`config.mk`:
```
export PLATFORM = sky130hd
export DESIGN_NAME = uart_cmd_decoder
export DESIGN_NICKNAME = d
export VERILOG_FILES = /design/src/rtl/uart_cmd_pkg.sv /design/src/rtl/uart_cmd_decoder_hex.sv /design/src/rtl/uart_cmd_decoder.sv
export SDC_FILE = /design/constraint.sdc
export NUM_CORES = 1
export LEC_CHECK = 0
export ABC_AREA = 1
export CORE_MARGIN = 2
export CORE_UTILIZATION = 52
export CTS_BUF_LIST = sky130_fd_sc_hd__clkbuf_8
export DETAILED_ROUTE_END_ITERATION = 10
export HOLD_SLACK_MARGIN = 0.1
export PLACE_DENSITY_LB_ADDON = 0.05
export SYNTH_ARGS = -nofsm -noshare
export SYNTH_HDL_FRONTEND = slang
export SYNTH_HIERARCHICAL = 1
export SYNTH_SLANG_ARGS = --single-unit
```
`constraint.sdc`:
```
create_clock -name clk -period 2.31 [get_ports clk]
set_input_delay 0.462 -clock clk [delete_from_list [all_inputs] [get_ports clk]]
set_output_delay 0.462 -clock clk [all_outputs]
set_load 0.02 [all_outputs]
```
`src/rtl/uart_cmd_pkg.sv`:
```
// Shared types and ASCII constants for the UART command-line decoder.
// Also provides a helper that recognises the two line terminators.
package uart_cmd_pkg;

    typedef enum logic [2:0] {
        IDLE    = 3'd0,
        ADDR    = 3'd1,
        DATA    = 3'd2,
        TERM    = 3'd3,
        DISCARD = 3'd4,
        HOLD    = 3'd5
    } state_t;

    localparam logic [7:0] ASCII_CR      = 8'h0D;
    localparam logic [7:0] ASCII_LF      = 8'h0A;
    localparam logic [7:0] ASCII_SPACE   = 8'h20;
    localparam logic [7:0] ASCII_UPPER_W = 8'h57;
    localparam logic [7:0] ASCII_LOWER_W = 8'h77;
    localparam logic [7:0] ASCII_UPPER_R = 8'h52;
    localparam logic [7:0] ASCII_LOWER_R = 8'h72;
    localparam logic [7:0] ASCII_0       = 8'h30;
    localparam logic [7:0] ASCII_9       = 8'h39;
    localparam logic [7:0] ASCII_UPPER_A = 8'h41;
    localparam logic [7:0] ASCII_UPPER_F = 8'h46;
    localparam logic [7:0] ASCII_LOWER_A = 8'h61;
    localparam logic [7:0] ASCII_LOWER_F = 8'h66;

    function automatic logic is_term(input logic [7:0] ch);
        return (ch == ASCII_CR) || (ch == ASCII_LF);
    endfunction

endpackage

```
`src/rtl/uart_cmd_decoder_hex.sv`:
```
// Combinational ASCII hex digit decoder: 0-9, A-F and a-f map to a nibble.
// Any other byte reports is_hex = 0 with a zero nibble.
module hex_digit_decode
    import uart_cmd_pkg::*;
(
    input  logic [7:0] ascii,
    output logic [3:0] nibble,
    output logic       is_hex
);

    // Letters share the low nibble pattern 1..6, so both cases add 9.
    always_comb begin
        nibble = 4'h0;
        is_hex = 1'b0;
        if ((ascii >= ASCII_0) && (ascii <= ASCII_9)) begin
            nibble = ascii[3:0];
            is_hex = 1'b1;
        end else if (((ascii >= ASCII_UPPER_A) && (ascii <= ASCII_UPPER_F)) ||
                     ((ascii >= ASCII_LOWER_A) && (ascii <= ASCII_LOWER_F))) begin
            nibble = ascii[3:0] + 4'd9;
            is_hex = 1'b1;
        end else begin
            nibble = 4'h0;
            is_hex = 1'b0;
        end
    end

endmodule

```
`src/rtl/uart_cmd_decoder.sv`:
```
// Parses ASCII "W<addr><data>" / "R<addr>" lines from a UART receiver into
// address/data commands with a valid/ready handshake and an error pulse.
module uart_cmd_decoder
    import uart_cmd_pkg::*;
#(
    parameter int ADDR_W = 16,
    parameter int DATA_W = 32
) (
    input  logic              clk,
    input  logic              reset,
    output logic              data_ready,
    input  logic              data_valid,
    input  logic [7:0]        data_byte,
    input  logic              cmd_ready,
    output logic              cmd_valid,
    output logic              cmd_write,
    output logic [ADDR_W-1:0] cmd_addr,
    output logic [DATA_W-1:0] cmd_data,
    output logic              cmd_error
);

    localparam int ADDR_DIGITS = ADDR_W / 4;
    localparam int DATA_DIGITS = DATA_W / 4;
    localparam int MAX_DIGITS  = (ADDR_DIGITS > DATA_DIGITS) ? ADDR_DIGITS : DATA_DIGITS;
    localparam int CNT_W       = $clog2(MAX_DIGITS + 1);

    localparam logic [CNT_W-1:0] ADDR_LAST = CNT_W'(ADDR_DIGITS - 1);
    localparam logic [CNT_W-1:0] DATA_LAST = CNT_W'(DATA_DIGITS - 1);
    localparam logic [CNT_W-1:0] CNT_ZERO  = CNT_W'(1'b0);
    localparam logic [CNT_W-1:0] CNT_ONE   = CNT_W'(1'b1);

    state_t           state_r;
    logic [CNT_W-1:0] digit_cnt_r;
    logic [3:0]       nibble_s;
    logic             is_hex_s;
    logic             is_term_s;
    logic             accept_s;

    hex_digit_decode u_hex (
        .ascii  (data_byte),
        .nibble (nibble_s),
        .is_hex (is_hex_s)
    );

    assign is_term_s = is_term(data_byte);
    assign accept_s  = data_valid && data_ready;

    // Line parser; data_ready is kept as a registered decode of "next state is not HOLD".
    always_ff @(posedge clk) begin
        if (reset) begin
            state_r     <= IDLE;
            digit_cnt_r <= CNT_ZERO;
            data_ready  <= 1'b1;
            cmd_valid   <= 1'b0;
            cmd_error   <= 1'b0;
            cmd_write   <= 1'b0;
            cmd_addr    <= {ADDR_W{1'b0}};
            cmd_data    <= {DATA_W{1'b0}};
        end else begin
            cmd_error <= 1'b0;
            case (state_r)
                IDLE: begin
                    if (accept_s) begin
                        if (is_term_s || (data_byte == ASCII_SPACE)) begin
                            state_r <= IDLE;
                        end else if ((data_byte == ASCII_UPPER_W) || (data_byte == ASCII_LOWER_W) ||
                                     (data_byte == ASCII_UPPER_R) || (data_byte == ASCII_LOWER_R)) begin
                            // Fresh command: clear fields so a read reports zero data.
                            state_r     <= ADDR;
                            cmd_write   <= (data_byte == ASCII_UPPER_W) || (data_byte == ASCII_LOWER_W);
                            cmd_addr    <= {ADDR_W{1'b0}};
                            cmd_data    <= {DATA_W{1'b0}};
                            digit_cnt_r <= CNT_ZERO;
                        end else begin
                            state_r   <= DISCARD;
                            cmd_error <= 1'b1;
                        end
                    end
                end

                ADDR: begin
                    if (accept_s) begin
                        if (is_hex_s) begin
                            cmd_addr <= ADDR_W'({cmd_addr, nibble_s});
                            if (digit_cnt_r == ADDR_LAST) begin
                                digit_cnt_r <= CNT_ZERO;
                                state_r     <= cmd_write ? DATA : TERM;
                            end else begin
                                digit_cnt_r <= digit_cnt_r + CNT_ONE;
                            end
                        end else if (is_term_s) begin
                            state_r   <= IDLE;
                            cmd_error <= 1'b1;
                        end else begin
                            state_r   <= DISCARD;
                            cmd_error <= 1'b1;
                        end
                    end
                end

                DATA: begin
                    if (accept_s) begin
                        if (is_hex_s) begin
                            cmd_data <= DATA_W'({cmd_data, nibble_s});
                            if (digit_cnt_r == DATA_LAST) begin
                                digit_cnt_r <= CNT_ZERO;
                                state_r     <= TERM;
                            end else begin
                                digit_cnt_r <= digit_cnt_r + CNT_ONE;
                            end
                        end else if (is_term_s) begin
                            state_r   <= IDLE;
                            cmd_error <= 1'b1;
                        end else begin
                            state_r   <= DISCARD;
                            cmd_error <= 1'b1;
                        end
                    end
                end

                TERM: begin
                    if (accept_s) begin
                        if (is_term_s) begin
                            state_r    <= HOLD;
                            data_ready <= 1'b0;
                            cmd_valid  <= 1'b1;
                        end else begin
                            state_r   <= DISCARD;
                            cmd_error <= 1'b1;
                        end
                    end
                end

                DISCARD: begin
                    if (accept_s && is_term_s) begin
                        state_r <= IDLE;
                    end
                end

                HOLD: begin
                    if (cmd_ready) begin
                        state_r    <= IDLE;
                        cmd_valid  <= 1'b0;
                        data_ready <= 1'b1;
                    end
                end

                default: begin
                    state_r     <= IDLE;
                    digit_cnt_r <= CNT_ZERO;
                    data_ready  <= 1'b1;
                    cmd_valid   <= 1'b0;
                end
            endcase
        end
    end

endmodule

```
==> results by group, run 1 <==
Logic synthesis
  • Adder-cell area share of the yosys netlist: 0.0169
  • Mapped Area: 0.00295 mm²
  • Post-synthesis mux area share: 0
  • Synth Instances: 461
  • Net count after synthesis: roughly 480
  • Most area-consuming cells after synthesis: dfxtp_1, nand2_1, a21oi_1, nor2_1, inv_1
  • Most common library cells after synthesis: nand2_1, nor2_1, a21oi_1, dfxtp_1, inv_1
  • Yosys warns: 6
  • Cell taking the most area after synthesis: dfxtp_1
  • Main flop type after synthesis: dfxtp_1
  • EDFF count, synth: 0
  • Asr flop ratio synth: 0
  • Distinct cells, synth: 28
  • Cell with the most instances after synthesis: nand2_1
  • Synthesized area per cell: 6.41 µm²
  • XOR/XNOR Fraction of Synth Area: 0.00593
  • Synth Area in Compound Gates: 0.122
  • Register bit total from synthesis: 59
  • Area fraction of the dominant cell type after synthesis: 0.400
  • Largest family of logic cells by synthesized area: simple AND/OR/NAND/NOR gates
  • Sequential-to-total area share from yosys stat: 0.400
  • Simple-Gate Fraction of Synth Area: 0.352

Timing
  • Setup violators final: 0
  • Worst-Margin Slew: 0.364 ns
  • Max-slew violation count: 0
  • Max_slew headroom: 0.757
  • Fin. Hold Viols: 0
  • Tmin final: 2.18 ns
  • Worst setup slack after layout: 0.131 ns
  • Achievable Freq: 459 MHz
  • Post-route clock skew: 0.0118 ns
  • Crit share post-route: 0.943

Routing
  • Vias: 3,097
  • Drt via density: 4.97
  • # DRC: 0
  • DRT Wirelength: between 7000 and 8000 µm
  • Met3 WL post-DR: about 390 µm
  • Highest Signal Layer: met4
  • First-pass DRT Iterations: 5
  • Initial DRC Count: around 180
  • Post-DRT Antenna Nets: 0
  • Metal2 WL: 3520 µm
  • WL per Instance: about 12 µm
  • WL met1: 3650 µm

Clock network
  • Inserted Clock Buffers: 9
  • Clock Sinks: 59
  • H-tree levels: 3
  • CTS tree: built
  • Post-CTS Setup Inserts: 0
  • CTS Buffer Depth: 2
  • Later-pin clock latency in the skew report: 0.34 ns
  • Clk slew on worst S/H paths: 0.08 ns
  • Clock root cell: clkbuf_8

Global routing
  • First-pass GRT wire length: between 10,000 and 15,000 µm
  • Largest net degree at the start of global routing: 36
  • Grt ovf: 0
  • Initial antenna violation count: 0
  • Number of global-route vias before repair: just under 3k
  • Tot GR Track Use: 0.259

Worst setup path
  • Worst setup EP type: flop
  • Startpoint types: primary input
  • Crit path max fanout: 24
  • Worst EP required: 2.55 ns
  • Arrival time worst endpoint: 2.41 ns
  • Crit Path Class: primary input to flop

Layout
  • Share of cells above drive strength 1: 0.111
  • Area Overhead vs Synth: 37.9%
  • Layout net count: around 560
  • Antenna diode count: 0

Power
  • Tot Pwr: 4580 µW
  • Maximum vdd drop: approximately 710 µV
  • Power per cell area: roughly 1100 mW/mm²
  • Leak: 0.00187 µW

Placed design
  • Pre-CTS WS: -0.174 ns
  • Post-DP HPWL: 5160 µm
  • PortBufs: 63
  • RePlAce Congestion: 0.872

Die
  • Die Span Y: 79.4 µm
  • Starting Density: 0.536
  • Die area: between 0.006 and 0.007 mm²
  • Die W: 79.4 µm
  • Core area: 0.00551 mm²
  • I/O Pins: 64
  • Core Rows: 27

Run
  • Max_cap viols: 0

Hold path
  • Hold Crit Class: flop to flop

Status
  • Status: finished clean
## power by group
part	total [µW]	internal (µW)	switching, µW
Sequential	1470	1260	214
Clock	1080	617	462
Combinational	2030	854	1170
Total	4580	2730	1850
## cells by family after synthesis
kind of cell | after synthesis
simple gates | 256
compound gates | 70
buf+inv | 70
flops | 59
fa+ha+maj | 4
xor+xnor | 2
## per-layer routing
layer  track usage  up-vias
li1              -     1609
met1         0.336     1388
met2         0.421       87
met3        0.0509       13
met4         0.107        0
met5             0        -
## sequential cells by signal, summed over array words and instances (netlist names)
register / count
data_ready: 1
cmd_error: 1
state_r: 3
cmd_valid: 1
cmd_write: 1
cmd_addr: 16
digit_cnt_r: 4
cmd_data: 32
## cell type report
class | count | area (µm²)
Multi-Input combinational cell | 332 | 1480
Fill cell | 436 | 1430
Sequential cell | 59 | 1180
Timing Repair Buffer | 91 | 896
Inverter | 53 | 199
Clock buffer | 9 | 124
Clock inverter | 7 | 100
Tap cell | 72 | 90.1
## critical path: stages
cell	delay, ns
clkdlybuf4s50_1	0.50
inv_1	0.06
ha_1	0.21
nand3_1	0.11
nand2_1	0.08
nand2_1	0.10
inv_2	0.06
nand2_1	0.06
nand2_1	0.08
inv_2	0.07
nand3_4	0.14
buf_12	0.20
a21oi_1	0.20
nor2_1	0.07
## path summary, 6_finish.rpt
kind / start / endpoint / slack, ns / depth (start not counted)
setup / recovery: data_byte[0] / cmd_data[20] / 0.13 / 14
hold / removal: cmd_valid / cmd_valid / 0.46 / 2
setup reg to reg: state_r[2] / cmd_data[20] / 0.57 / 10
hold reg to reg: cmd_valid / cmd_valid / 0.46 / 2
## placed cells by master, fill, tap and decap left out
master and instances:
o21bai_1 1, nand2_1 155, clkbuf_8 9, nand3_4 1, o211ai_1 1, nor3_1 1
nand2_2 2, nor2_2 4, o21ai_2 1, buf_4 24, clkbuf_16 1, dfxtp_1 59
inv_1 49, nor2_1 64, o21ai_0 6, inv_2 4, nand3b_1 1, a21oi_2 3
a21oi_1 57, clkdlybuf4s50_1 63, bufinv_16 2, nor3_2 2, nand3_1 23, xnor2_1 1
o21a_1 1, clkinv_2 1, nand4_1 3, clkinv_4 2, xor2_1 1, buf_12 3
ha_1 4, inv_6 2
## what timing repair did
action,CTS,global route
hold buffers,0,0
resized for setup,0,5
setup endpoints to repair,0,13
## stage by stage
stage                     utilization  cells  cell area (µm²)  hold WS (ns)  TNS (ns)
final                           0.740    623             4070         0.461         0
after detailed placement        0.692    606             3810         0.454     -6.78
after CTS                       0.733    622             4040         0.465         0
after floorplan                     -    461             2950         0.454         0
after global placement          0.692    606             3810         0.449     -4.99
after global routing            0.740    623             4070         0.490   -0.0216
(Power assumes the default switching activity.)
==> inputs of run 2 (changes only) <==
CORE_MARGIN = default   (was 2)
CTS_BUF_LIST = sky130_fd_sc_hd__clkbuf_2   (was sky130_fd_sc_hd__clkbuf_8)
==> run 2 against run 1 <==
Cell area decreased by 3.0%. Wire length is 6.7% lower. Core utilization shrank 2.2 points. Sequential power hardly changed. Sequential cell count unchanged. Maximum frequency grew 8.4%. Combinational power shrank 4%. Sequential share of layout area is 0.90 points higher.
==> results by group, run 2 (synthesis gave the netlist of run 1 again) <==
Placed design
  • RePlAce Congestion: 0.859 (was 0.872)
  • Pre-CTS WS: -0.199 ns (was -0.174 ns)
  • Placed insts: 607 (was 606)
  • Post-DP HPWL: 5070 µm (was 5160 µm)
  • PortBufs: 63 (unchanged)

Clock network
  • Cts hold-fix bufs: 0 (unchanged)
  • Clk slew on worst S/H paths: 0.17 ns (was 0.08 ns)
  • Later-pin clock latency in the skew report: 0.50 ns (was 0.34 ns)
  • CTS Buffer Depth: 2 (unchanged)
  • Resize count post-CTS: 0 (unchanged)
  • CTS tree: built (unchanged)
  • Clock Sinks: 59 (unchanged)
  • H-tree levels: 3 (unchanged)
  • Inserted Clock Buffers: 9 (unchanged)
  • Post-CTS Setup Inserts: 0 (unchanged)
  • Clock root cell: clkbuf_2 (was clkbuf_8)

Die
  • Die W: 77.4 µm (was 79.4 µm)
  • Core area: 0.00551 mm² (unchanged)
  • Starting Density: 0.536 (unchanged)
  • I/O Pins: 64 (unchanged)
  • Die Span Y: 77.4 µm (was 79.4 µm)
  • Die area: 0.00599 mm² (was 0.00630 mm²)
  • Core Rows: 27 (unchanged)

Timing
  • Worst setup slack after layout: 0.301 ns (was 0.131 ns)
  • Achievable Freq: 498 MHz (was 459 MHz)
  • Tmin final: 2.01 ns (was 2.18 ns)
  • Setup violators final: 0 (unchanged)
  • Post-route clock skew: 0.0190 ns (was 0.0118 ns)
  • Fin. Hold Viols: 0 (unchanged)
  • Worst-Margin Slew: 0.464 ns (was 0.364 ns)
  • Crit share post-route: 0.870 (was 0.943)
  • Max-slew violation count: 0 (unchanged)
  • Max_slew headroom: 0.690 (was 0.757)
  • RSZ-0062 raised after global routing: no

Layout
  • Antenna diode count: 0 (unchanged)
  • Max reg flops: 32 (unchanged)
  • Non-filler cells, final: 623 (unchanged)
  • Layout net count: 562 (unchanged)
  • Most frequent cells in the layout: nand2_1, nor2_1, clkdlybuf4s50_1 (unchanged)
  • Biggest registers after layout: cmd_data: 32 flops, cmd_addr: 16 flops, digit_cnt_r: 4 flops (unchanged)
  • Filler instances: 475 (was 436)
  • Most common cell after layout, fill and taps aside: nand2_1 (unchanged)
  • Area Overhead vs Synth: 33.8% (was 37.9%)
  • Largest Register: cmd_data (unchanged)
  • Share of cells above drive strength 1: 0.102 (was 0.111)

Global routing
  • Number of global-route vias before repair: 2,833 (was 2,975)
  • Grt ovf: 0 (unchanged)
  • Largest net degree at the start of global routing: 29 (was 36)
  • Initial antenna violation count: 0 (unchanged)
  • First-pass GRT wire length: 12,400 µm (was 13,000 µm)
  • Tot GR Track Use: 0.262 (was 0.259)

Routing
  • DRT Wirelength: 7170 µm (was 7680 µm)
  • Initial DRC Count: 205 (was 182)
  • Vias: 3,092 (was 3,097)
  • Drt via density: 4.96 (was 4.97)
  • # DRC: 0 (unchanged)
  • First-pass DRT Iterations: 5 (unchanged)
  • WL per Instance: 11.5 µm (was 12.3 µm)
  • Post-DRT Antenna Nets: 0 (unchanged)

Power
  • Leak: 0.00183 µW (was 0.00187 µW)
  • Combinational share of power: 0.468 (was 0.443)
  • P_sw: 1740 µW (was 1850 µW)
  • Sw Share: 0.416 (was 0.404)
  • Tot Pwr: 4170 µW (was 4580 µW)
  • Power per cell area: 1060 mW/mm² (was 1120 mW/mm²)
  • Maximum vdd drop: 606 µV (was 714 µV)
  • P_int: 2440 µW (was 2730 µW)
  • Clock Power Share: 0.181 (was 0.236)
  • Reg power frac: 0.350 (was 0.321)

Worst setup path
  • Cell Chain, Critical Path: clkdlybuf4s50_1 (was clkdlybuf4s50_1, inv_1, ha_1, nand3_1, nand2_1, nand2_1, inv_2, nand2_1, nand2_1, inv_2, nand3_4, buf_12, a21oi_1, nor2_1)
  • Worst setup EP type: primary output (was flop)
  • Startpoint types: flop (was primary input)
  • CP max stage cell: clkdlybuf4s50_1 (unchanged)
  • Crit path max-delay family: buffers and inverters (unchanged)
  • Crit Path Class: flop to primary output (was primary input to flop)
  • Worst EP required: 1.85 ns (was 2.55 ns)
  • CP bufs+invs: 1 (was 5)
  • Slowest stage delay, CP: 0.63 ns (was 0.50 ns)
  • Arrival time worst endpoint: 1.55 ns (was 2.41 ns)
  • Crit path max fanout: 3 (was 24)

Run
  • Max_cap viols: 0 (unchanged)

Status
  • Status: finished clean (unchanged)

Hold path
  • Hold Crit Class: flop to flop (unchanged)
[run 2: changes by cell type in the layout (fill, tap and decap cells not counted), sizes merged]
cell	delta
inv	-2
clkinvlp	+1
clkinv	-1
clkbuf	+1
buf	+1
[run 2: per-stage QoR]
| step | hold WS, ns | area [µm²] | setup TNS [ns] | util |
|---|---|---|---|---|
| 6_report | 0.468 | 3950 | 0 | 0.718 |
| 3_5_place_dp | 0.453 | 3820 | -8.94 | 0.693 |
| 4_1_cts | 0.473 | 3950 | 0 | 0.718 |
| 2_1_floorplan | 0.454 | 2950 | 0 | - |
| 5_1_grt | 0.505 | 3950 | 0 | 0.718 |
| 3_3_place_gp | 0.449 | 3820 | -5.45 | 0.693 |
[run 2: final timing paths]
kind | from | end | slack (ns) | cells past startpoint
min | cmd_addr[12] | cmd_addr[12] | 0.47 | 2
max | cmd_data[22] | cmd_data[22] | 0.30 | 1
min reg2reg | cmd_addr[12] | cmd_addr[12] | 0.47 | 2
max reg2reg | state_r[2] | cmd_data[21] | 0.60 | 11
[run 2: final cells by class]
class | instances | area, µm² | area share
clock inverter | 5 | 77.6 | 0.0196
timing repair buffer | 91 | 878 | 0.222
clock buffer | 11 | 55.1 | 0.0139
multi-input combinational | 332 | 1470 | 0.372
inverter | 53 | 199 | 0.0503
tap | 72 | 90.1 | 0.0228
sequential | 59 | 1180 | 0.299
[run 2: metal layers]
layer  routed length [µm]  track usage
met5                    0            0
met4                  172        0.140
met3                  498       0.0494
met2                 3150        0.412
met1                 3350        0.339
[run 2: power by group through the flow]
stage / sequential [µW] / combinational [µW] / clock [µW]
after floorplan: 1670 / 1040 / 0
after global placement: 1480 / 1890 / 0
after detailed placement: 1480 / 1930 / 0
after CTS: 1460 / 1950 / 772
after global routing: 1500 / 2200 / 806
final: 1460 / 1950 / 757
==> inputs of run 3 (changes only) <==
PLACE_DENSITY = 0.82   (was default)
PLACE_DENSITY_LB_ADDON = default   (was 0.05)
SYNTH_HIERARCHICAL = default   (was 1)
==> run 3 against run 2 <==
Global-route usage shrank 1.1 points. Via count shrank 3.4%. Count of clock-buffer cells in the layout shrank 2. Combinational power shrank 83%. Register-to-register slack lost 0.08 ns. Clock power grew 0.8%. Core utilization shrank 1.3 points.
==> results by group, run 3 <==
Status
  • Status: finished clean (unchanged)

Die
  • Die Span Y: 77.4 µm (about the same)
  • Core area: 0.00551 mm² (unchanged)
  • Die area: 0.00599 mm² (about the same)
  • I/O Pins: 64 (unchanged)
  • Core Rows: 27 (unchanged)
  • Die W: 77.4 µm (about the same)
  • Starting Density: 0.537 (was 0.536)

Routing
  • Vias: 2,986 (was 3,092)
  • # DRC: 0 (unchanged)
  • DRT Wirelength: 7060 µm (was 7170 µm)
  • Initial DRC Count: 203 (was 205)
  • Drt via density: 5.12 (was 4.96)
  • First-pass DRT Iterations: 5 (unchanged)
  • Post-DRT Antenna Nets: 0 (unchanged)
  • WL per Instance: 12.1 µm (was 11.5 µm)

Logic synthesis
  • Most area-consuming cells after synthesis: dfxtp_1, nand2_1, a21oi_1, nor2_1, nand3_1 (was dfxtp_1, nand2_1, a21oi_1, nor2_1, inv_1)
  • EDFF count, synth: 0 (unchanged)
  • Synth Instances: 433 (was 461)
  • Main flop type after synthesis: dfxtp_1 (unchanged)
  • Distinct cells, synth: 31 (was 28)
  • Most common library cells after synthesis: nand2_1, dfxtp_1, a21oi_1, nor2_1, inv_1 (was nand2_1, nor2_1, a21oi_1, dfxtp_1, inv_1)
  • Cell taking the most area after synthesis: dfxtp_1 (unchanged)
  • Synthesized area per cell: 6.83 µm² (was 6.41 µm²)
  • Net count after synthesis: 450 (was 477)
  • Sequential-to-total area share from yosys stat: 0.399 (was 0.400)
  • Register bit total from synthesis: 59 (unchanged)
  • Asr flop ratio synth: 0 (unchanged)
  • Area fraction of the dominant cell type after synthesis: 0.399 (was 0.400)
  • Cell with the most instances after synthesis: nand2_1 (unchanged)
  • Yosys warns: 0 (was 6)
  • Mapped Area: 0.00296 mm² (was 0.00295 mm²)

Clock network
  • Later-pin clock latency in the skew report: 0.49 ns (was 0.50 ns)
  • CTS Buffer Depth: 2 (unchanged)
  • Cts hold-fix bufs: 0 (unchanged)
  • Clock Sinks: 59 (unchanged)
  • Clock root cell: clkbuf_2 (unchanged)
  • CTS tree: built (unchanged)
  • Clk slew on worst S/H paths: 0.18 ns (was 0.17 ns)
  • Post-CTS Setup Inserts: 0 (unchanged)
  • Resize count post-CTS: 0 (unchanged)
  • Inserted Clock Buffers: 9 (unchanged)
  • H-tree levels: 3 (unchanged)

Worst setup path
  • Startpoint types: flop (unchanged)
  • Arrival time worst endpoint: 1.54 ns (was 1.55 ns)
  • Crit Path Class: flop to primary output (unchanged)
  • Crit path max fanout: 3 (unchanged)
  • Slowest stage delay, CP: 0.65 ns (was 0.63 ns)
  • Cell Chain, Critical Path: clkdlybuf4s50_1 (unchanged)
  • Worst setup EP type: primary output (unchanged)
  • CP bufs+invs: 1 (unchanged)
  • Worst EP required: 1.85 ns (about the same)
  • CP max stage cell: clkdlybuf4s50_1 (unchanged)
  • Crit path max-delay family: buffers and inverters (unchanged)

Timing
  • Achievable Freq: 499 MHz (was 498 MHz)
  • Max-slew violation count: 0 (unchanged)
  • Worst-Margin Slew: 0.545 ns (was 0.464 ns)
  • Max_slew headroom: 0.637 (was 0.690)
  • Fin. Hold Viols: 0 (unchanged)
  • Crit share post-route: 0.867 (was 0.870)
  • TNS Setup: 0 ns (unchanged)
  • Setup violators final: 0 (unchanged)
  • RSZ-0062 raised after global routing: no (unchanged)
  • Worst setup slack after layout: 0.308 ns (was 0.301 ns)
  • Post-route clock skew: 0.0145 ns (was 0.0190 ns)
  • Tmin final: 2.00 ns (was 2.01 ns)

Layout
  • Layout net count: 523 (was 562)
  • Largest Register: cmd_data (unchanged)
  • Max reg flops: 32 (unchanged)
  • Most frequent cells in the layout: nand2_1, clkdlybuf4s50_1, dfxtp_1 (was nand2_1, nor2_1, clkdlybuf4s50_1)
  • Share of cells above drive strength 1: 0.127 (was 0.102)
  • Biggest registers after layout: cmd_data: 32 flops, cmd_addr: 16 flops, digit_cnt_r: 4 flops (unchanged)
  • Cell area after layout: 0.00388 mm² (was 0.00395 mm²)
  • Core Util, Final: 0.704 (was 0.718)
  • Area Overhead vs Synth: 31.1% (was 33.8%)
  • Most common cell after layout, fill and taps aside: nand2_1 (unchanged)
  • Antenna diode count: 0 (unchanged)

Placed design
  • Pre-CTS WS: -0.110 ns (was -0.199 ns)
  • Post-Place Cell Area: 0.00374 mm² (was 0.00382 mm²)
  • Post-DP HPWL: 5000 µm (was 5070 µm)
  • PortBufs: 63 (unchanged)
  • RePlAce Congestion: 0.969 (was 0.859)

Power
  • Leak: 0.00145 µW (was 0.00183 µW)
  • Maximum vdd drop: 380 µV (was 606 µV)
  • Tot Pwr: 2140 µW (was 4170 µW)
  • Power per cell area: 551 mW/mm² (was 1060 mW/mm²)

Run
  • Max_cap viols: 0 (unchanged)

Global routing
  • First-pass GRT wire length: 12,000 µm (was 12,400 µm)
  • Number of global-route vias before repair: 2,575 (was 2,833)
  • Largest net degree at the start of global routing: 53 (was 29)
  • Grt ovf: 0 (unchanged)
  • Initial antenna violation count: 0 (unchanged)
  • Tot GR Track Use: 0.251 (was 0.262)

Hold path
  • Hold Crit Class: primary input to flop (was flop to flop)
[run 3: final cells by class]
class	instances	area, µm²
Clock buffer	9	45.0
Clock inverter	7	92.6
Fill cell	463	1630
Inverter	40	153
Multi-Input combinational cell	317	1520
Sequential cell	59	1180
Tap cell	72	90.1
Timing Repair Buffer	79	796
[run 3: worst paths after layout]
path	start	endpoint	slack (ns)	cells after the start
setup / recovery	cmd_data[12]	cmd_data[12]	0.31	1
hold / removal	reset	data_ready	0.29	3
setup reg to reg	state_r[0]	state_r[0]	0.52	11
hold reg to reg	cmd_addr[15]	cmd_addr[15]	0.47	2
[run 3: where the power goes]
part	internal [µW]	switching (µW)	leakage (µW)	total (µW)
combinational	126	202	0.000901	328
clock	354	409	0.0000755	763
sequential	1030	14.2	0.000476	1050
total	1510	625	0.00145	2140
[run 3: logic make-up after synthesis]
group                    count (synthesis)  share of synthesized area
XOR/XNOR                                 1                    0.00296
flip-flops                              59                      0.399
AO/OA/AOI/OAI                           67                      0.120
adder cells (fa/ha/maj)                  5                     0.0212
buffers and inverters                   57                     0.0863
AND/OR/NAND/NOR                        244                      0.370
[run 3: per-stage QoR]
step                      cells  hold WS [ns]
after CTS                   583         0.271
after global placement      567         0.448
after detailed placement    567         0.452
final                       583         0.287
after floorplan             433         0.471
after global routing        583         0.332
[run 3: layer usage]
metal	vias up	part of all wire	wire length, µm	GRT usage
li1	1531	-	-	-
met1	1326	0.44	3120	0.334
met2	114	0.47	3290	0.393
met3	15	0.077	543	0.0588
met4	0	0.016	113	0.0962
met5	-	0	0	0
